File: src/rtl/qlf_k4n8_gpio_ctrl.sv
// GPIO bank controller: register file driving bidir pad cells, synchronized input edge capture, W1C interrupt status.
// Latency: register reads 1 cycle; pad outputs update 1 cycle after write; pad edge to STATUS SYNC_STAGES+1 cycles, irq one more.
// Backpressure: none; a read or write is accepted every cycle and rd_valid always follows rd_en by exactly one cycle.
module qlf_k4n8_gpio_ctrl #(
  parameter int WIDTH       = 8,
  parameter int SYNC_STAGES = 2
) (
  input  logic             clk,
  input  logic             rst_n,
  input  logic             wr_en,
  input  logic             rd_en,
  input  logic [2:0]       addr,
  input  logic [WIDTH-1:0] wdata,
  output logic [WIDTH-1:0] rdata,
  output logic             rd_valid,
  output logic [WIDTH-1:0] gpio_in,
  output logic [WIDTH-1:0] gpio_en,
  input  logic [WIDTH-1:0] gpio_out,
  output logic             irq
);

  localparam logic [2:0] ADDR_OUT     = 3'd0;
  localparam logic [2:0] ADDR_DIR     = 3'd1;
  localparam logic [2:0] ADDR_IN      = 3'd2;
  localparam logic [2:0] ADDR_RISE_EN = 3'd3;
  localparam logic [2:0] ADDR_FALL_EN = 3'd4;
  localparam logic [2:0] ADDR_STATUS  = 3'd5;

  // Settle window covers the synchronizer depth plus the prev stage.
  localparam int             CNT_W       = $clog2(SYNC_STAGES + 2);
  localparam logic [CNT_W-1:0] SETTLE_LOAD = CNT_W'(SYNC_STAGES + 1);

  logic [WIDTH-1:0] sync_q [SYNC_STAGES];
  logic [WIDTH-1:0] s;
  logic [WIDTH-1:0] prev;
  logic [WIDTH-1:0] rise_en;
  logic [WIDTH-1:0] fall_en;
  logic [WIDTH-1:0] status;
  logic [CNT_W-1:0] settle;

  logic             wr_out;
  logic             wr_dir;
  logic             wr_rise;
  logic             wr_fall;
  logic             wr_status;
  logic [WIDTH-1:0] dir;
  logic [WIDTH-1:0] rise;
  logic [WIDTH-1:0] fall;
  logic [WIDTH-1:0] status_set;
  logic [WIDTH-1:0] status_clr;
  logic [WIDTH-1:0] rd_mux;

  // DIR is held inverted so gpio_en itself is the stored register.
  assign dir = ~gpio_en;
  assign s   = sync_q[SYNC_STAGES-1];

  assign wr_out    = wr_en && (addr == ADDR_OUT);
  assign wr_dir    = wr_en && (addr == ADDR_DIR);
  assign wr_rise   = wr_en && (addr == ADDR_RISE_EN);
  assign wr_fall   = wr_en && (addr == ADDR_FALL_EN);
  assign wr_status = wr_en && (addr == ADDR_STATUS);

  // Only pads currently configured as inputs can report edges.
  assign rise       = s & ~prev & rise_en & gpio_en;
  assign fall       = ~s & prev & fall_en & gpio_en;
  assign status_set = (settle == '0) ? (rise | fall) : '0;
  assign status_clr = wr_status ? wdata : '0;

  // Register read mux; sees pre-write state so same-cycle read returns the old value.
  always_comb begin
    rd_mux = '0;
    case (addr)
      ADDR_OUT:     rd_mux = gpio_in;
      ADDR_DIR:     rd_mux = dir;
      ADDR_IN:      rd_mux = s;
      ADDR_RISE_EN: rd_mux = rise_en;
      ADDR_FALL_EN: rd_mux = fall_en;
      ADDR_STATUS:  rd_mux = status;
      default:      rd_mux = '0;
    endcase
  end

  // Input synchronizer chain and one-cycle-delayed copy for edge detection.
  always_ff @(posedge clk or negedge rst_n) begin
    if (!rst_n) begin
      for (int i = 0; i < SYNC_STAGES; i++) sync_q[i] <= '0;
      prev <= '0;
    end else begin
      sync_q[0] <= gpio_out;
      for (int i = 1; i < SYNC_STAGES; i++) sync_q[i] <= sync_q[i-1];
      prev <= s;
    end
  end

  // Control registers; the pad drive/direction outputs are the registers themselves.
  always_ff @(posedge clk or negedge rst_n) begin
    if (!rst_n) begin
      gpio_in <= '0;
      gpio_en <= '1;
      rise_en <= '0;
      fall_en <= '0;
    end else begin
      if (wr_out)  gpio_in <= wdata;
      if (wr_dir)  gpio_en <= ~wdata;
      if (wr_rise) rise_en <= wdata;
      if (wr_fall) fall_en <= wdata;
    end
  end

  // Settle counter masks edges after reset and after any direction change.
  always_ff @(posedge clk or negedge rst_n) begin
    if (!rst_n) begin
      settle <= SETTLE_LOAD;
    end else if (wr_dir) begin
      settle <= SETTLE_LOAD;
    end else if (settle != '0) begin
      settle <= settle - CNT_W'(1);
    end
  end

  // Sticky status with write-1-to-clear; a new edge in the same cycle beats the clear.
  always_ff @(posedge clk or negedge rst_n) begin
    if (!rst_n) begin
      status <= '0;
    end else begin
      status <= (status & ~status_clr) | status_set;
    end
  end

  // Level interrupt registered from the status register.
  always_ff @(posedge clk or negedge rst_n) begin
    if (!rst_n) begin
      irq <= 1'b0;
    end else begin
      irq <= |status;
    end
  end

  // Registered read port; rdata holds between reads.
  always_ff @(posedge clk or negedge rst_n) begin
    if (!rst_n) begin
      rdata    <= '0;
      rd_valid <= 1'b0;
    end else begin
      rd_valid <= rd_en;
      if (rd_en) rdata <= rd_mux;
    end
  end

endmodule

File: config.mk
export PLATFORM = sky130hd
export DESIGN_NAME = qlf_k4n8_gpio_ctrl
export DESIGN_NICKNAME = d
export VERILOG_FILES = /design/src/rtl/qlf_k4n8_gpio_ctrl.sv
export SDC_FILE = /design/constraint.sdc
export NUM_CORES = 1
export LEC_CHECK = 0
export ABC_AREA = 1
export CAP_MARGIN = 20
export CORE_MARGIN = 2
export CORE_UTILIZATION = 43
export CTS_CLUSTER_DIAMETER = 120
export DETAILED_ROUTE_END_ITERATION = 8
export PLACE_DENSITY = 0.69
export SLEW_MARGIN = 0
export SYNTH_ARGS = -nofsm -noshare
export SYNTH_HDL_FRONTEND = slang
export SYNTH_SLANG_ARGS = --single-unit
File: constraint.sdc
create_clock -name clk -period 1.7 [get_ports clk]
set_input_delay 0.34 -clock clk [delete_from_list [all_inputs] [get_ports clk]]
set_output_delay 0.34 -clock clk [all_outputs]
set_load 0.01 [all_outputs]
==> impl_metrics.py <==
metrics = {
    "global_routing": {
        "antenna_found_initial": 0,
        "groute.layer.met2.usage_pct": 30.1,
        "track_usage_pct": 20.5,
        "grt_max_degree": 29,
        "global_route.overflow_total": 0,
        "grt_first_pass_wirelength_mm": 13.2,
        "grt-busiest-layer": "met2",
        "met1_usage_pct": 29.8,
        "grt_util_met3_pct": 4.56,
        "first_global_vias": 2600,
    },
    "final_layout": {
        "drive_above_1_share_pct": 15.2,
        "layout.nets": 452,
        "postLayoutCoreUtil_pct": 57.5,
        "area_growth_syn_to_layout_pct": 29.0,
        "fillers": 682,
        "final_design_area_no_fill_um2": 4190,
        "antenna_cells": 0,
    },
    "synthesis": {
        "synth-compound-area-share_pct": 10.3,
        "synth_area_leaders": "sky130_fd_sc_hd__dfrtp_1 (51%), sky130_fd_sc_hd__nand2_1 (8.3%), sky130_fd_sc_hd__dfstp_2 (8.1%)",
        "dominant_combinational_cell_family_by_area_after_synthesis": "simple AND/OR/NAND/NOR gates",
        "yosysWarningCount": 0,
        "synth_mux_area_share_pct": 0,
        "synth.largest_area_cell": "sky130_fd_sc_hd__dfrtp_1",
        "synth-xor-area-share_pct": 0,
        "synthDominantCellAreaShare_pct": 50.8,
        "simple_gate_share_of_the_synthesized_area_pct": 24.2,
        "synth.ff_latch_count": 76,
        "synth_cell_type_count": 25,
        "synthAdderAreaFrac_pct": 0.385,
        "syn_avg_cell_area_um2": 9.16,
        "synth_sequential_area_ratio_pct": 58.9,
        "postSynthCellCount": 355,
        "syn_nets": 379,
        "syn_area_um2": 3250,
    },
    "clock_network": {
        "worst_skew_pair.late_latency_ns": 0.35,
        "clkTransAtPathRegs_ns": 0.08,
        "clock_root_buffer": "sky130_fd_sc_hd__clkbuf_8",
        "cts-buffers-inserted": 9,
        "cts_tree": "done",
        "cts_num_sinks": 76,
        "post_cts_buffers": 0,
        "cts-root-to-sink-buffers": 2,
        "cts_htree_levels": 3,
    },
    "place": {
        "dp_hpwl_mm": 5.74,
        "finalWeightedCongestion": 0.883,
        "dpl_worst_slack_ns": -0.0349,
        "dpl-instance-area_um2": 4020,
        "port_buffers": 48,
    },
    "sta": {
        "totalNegativeSetupSlack_ns": 0,
        "final.setup.worst_slack_ns": 0.0709,
        "timing.final.max_slew_violations": 0,
        "worst-slew-pin-transition_ns": 0.433,
        "grt_setup_unrepaired": "no",
        "setup-violations-final": 0,
        "timing.slew.headroom_pct": 71.1,
        "final_hold_viol_count": 0,
        "upper_clock_frequency_limit_ghz": 0.614,
        "period_needed_ns": 1.63,
        "min_period_over_period_pct": 95.8,
        "fin_skew_ns": 0.00711,
    },
    "worst_setup_path": {
        "crit_path_max_incr_delay_ns": 0.55,
        "worst_ep_required_time_ns": 1.36,
        "top_family_by_delay_on_critical_path": "buffers and inverters",
        "path_buf_inv": 1,
        "critPathLaunchType": "register",
        "crit_path_max_fanout": 3,
        "critPathArrivalTime_ns": 1.29,
        "timing_worst_setup_path_type": "register to output pin",
        "timing.critical_path.to_type": "output pin",
        "cpMaxStageDelayCell": "sky130_fd_sc_hd__clkdlybuf4s50_1",
        "critical_path.cell_chain": "clkdlybuf4s50_1",
    },
    "die": {
        "coreArea_um2": 7290,
        "start_util_pct": 44.6,
        "die_x_um": 91.0,
        "std_cell_rows": 31,
        "die_h_um": 91.0,
        "design.die.area_um2": 8270,
        "top_level_ports": 49,
    },
    "route": {
        "detail_route.drc_violations": 0,
        "drt-wirelength-per-cell_um": 14.9,
        "firstDrtPassIters": 6,
        "post_detailed_routing_wire_length_mm": 7.94,
        "detail-route-antenna-nets": 0,
        "initialDrtViolationCount": 230,
        "detailroute.via_count": 2754,
        "drt-vias-per-instance": 5.18,
    },
    "power_and_ir_drop": {
        "vdd_ir_drop_max_mv": 0.548,
        "power_density_nw_per_um2": 1100,
        "p_total_mw": 4.59,
        "static-leakage-power_nw": 1.99,
    },
    "outcome": {
        "result_of_the_run": "completed",
    },
    "run": {
        "max_cap_viol_count": 0,
    },
    "worst_hold_path": {
        "hold_path.class": "register to register",
    },
}
[cells in the final DEF (no fill, tap or decap), drive strengths merged, types with 2 or more instances in the layout]
cell,Yosys,routed
a21oi,14,14
buf,13,31
clkbuf,4,9
clkdlybuf4s50,0,37
clkinv,0,5
clkinvlp,0,2
dfrtp,66,66
dfstp,10,10
dlygate4sd2,0,8
dlymetal6s2s,0,2
inv,28,28
nand2,72,72
nand3,37,37
nand4,20,20
nor2,35,35
nor4,2,2
o21ai,50,50
[registers in the layout (all words and copies together), names as in the netlist]
register / count
gpio_en: 8
rise_en: 8
fall_en: 8
gpio_in: 8
rd_valid: 1
status: 8
sync_q: 8
s: 8
irq: 1
rdata: 8
prev: 8
settle: 2
[cell families (layout without fill, tap and decap cells)]
logic type,after synthesis,in the layout
simple gates,167,167
fa+ha+maj,1,1
flops,76,76
buf+inv,45,123
compound gates,66,66
[timing repair]
action,CTS,global route
hold buffers,1,0
setup endpoints to repair,8,2
hold endpoints to repair,17,0
cloned,0,0
resized for setup,8,2
[final timing paths]
path | depth (start not counted) | endpoint | slack [ns] | startpoint
setup / recovery | 1 | gpio_in[6] | 0.07 | gpio_in[6]$_DFFE_PN0P_
hold / removal | 0 | s[5]$_DFF_PN0_ | 0.35 | sync_q[13]$_DFF_PN0_
setup reg to reg | 6 | status[2]$_DFF_PN0_ | 0.27 | settle[0]$_DFFE_PN1P_
hold reg to reg | 0 | s[5]$_DFF_PN0_ | 0.35 | sync_q[13]$_DFF_PN0_
max in group asynchronous | 3 | gpio_en[5]$_DFFE_PN1P_ | 0.67 | rst_n
min in group asynchronous | 2 | fall_en[3]$_DFFE_PN0P_ | 0.42 | rst_n
[report_power, final]
part	internal, mW	switching (mW)
Clock	0.520	0.648
Sequential	2.18	0.267
Combinational	0.461	0.521
[final cells by class]
| cell class | instances | area, um2 | area share (%) |
|---|---|---|---|
| repair buffers | 79 | 746 | 17.8 |
| flip-flops and latches | 76 | 1910 | 45.6 |
| clock buffers | 9 | 124 | 2.95 |
| clock inverters | 7 | 43.8 | 1.04 |
| multi-input cells | 234 | 1130 | 27.1 |
| well taps | 99 | 124 | 2.95 |
| inverters | 28 | 108 | 2.57 |
[through the flow]
| step | cells | hold WS (ns) |
|---|---|---|
| 3_5_place_dp | 515 | 0.257 |
| 6_report | 532 | 0.350 |
| 4_1_cts | 532 | 0.352 |
| 3_3_place_gp | 515 | 0.254 |
| 5_1_grt | 532 | 0.357 |
| 2_1_floorplan | 355 | 0.0444 |
[Yosys cell counts (all sizes together)]
cell / number
a21boi: 1
a21oi: 14
buf: 13
clkbuf: 4
dfrtp: 66
dfstp: 10
ha: 1
inv: 28
nand2: 72
nand3: 37
nand4: 20
nor2: 35
nor3: 1
nor4: 2
o21ai: 50
o31ai: 1
[worst reg2reg max path, delay by kind of cell (launching register included)]
kind	cells	cell delay (ns)
adder cells (fa/ha/maj)	1	0.42
AND/OR/NAND/NOR	3	0.35
flip-flops	1	0.37
buffers and inverters	2	0.23
[layer usage]
metal | vias to the layer above | wire (um)
li1 | 1336 | -
met1 | 1308 | 3660
met2 | 98 | 3650
met3 | 12 | 507
met4 | 0 | 123
met5 | - | 0
No activity file was read; power rests on OpenSTA's default activity.
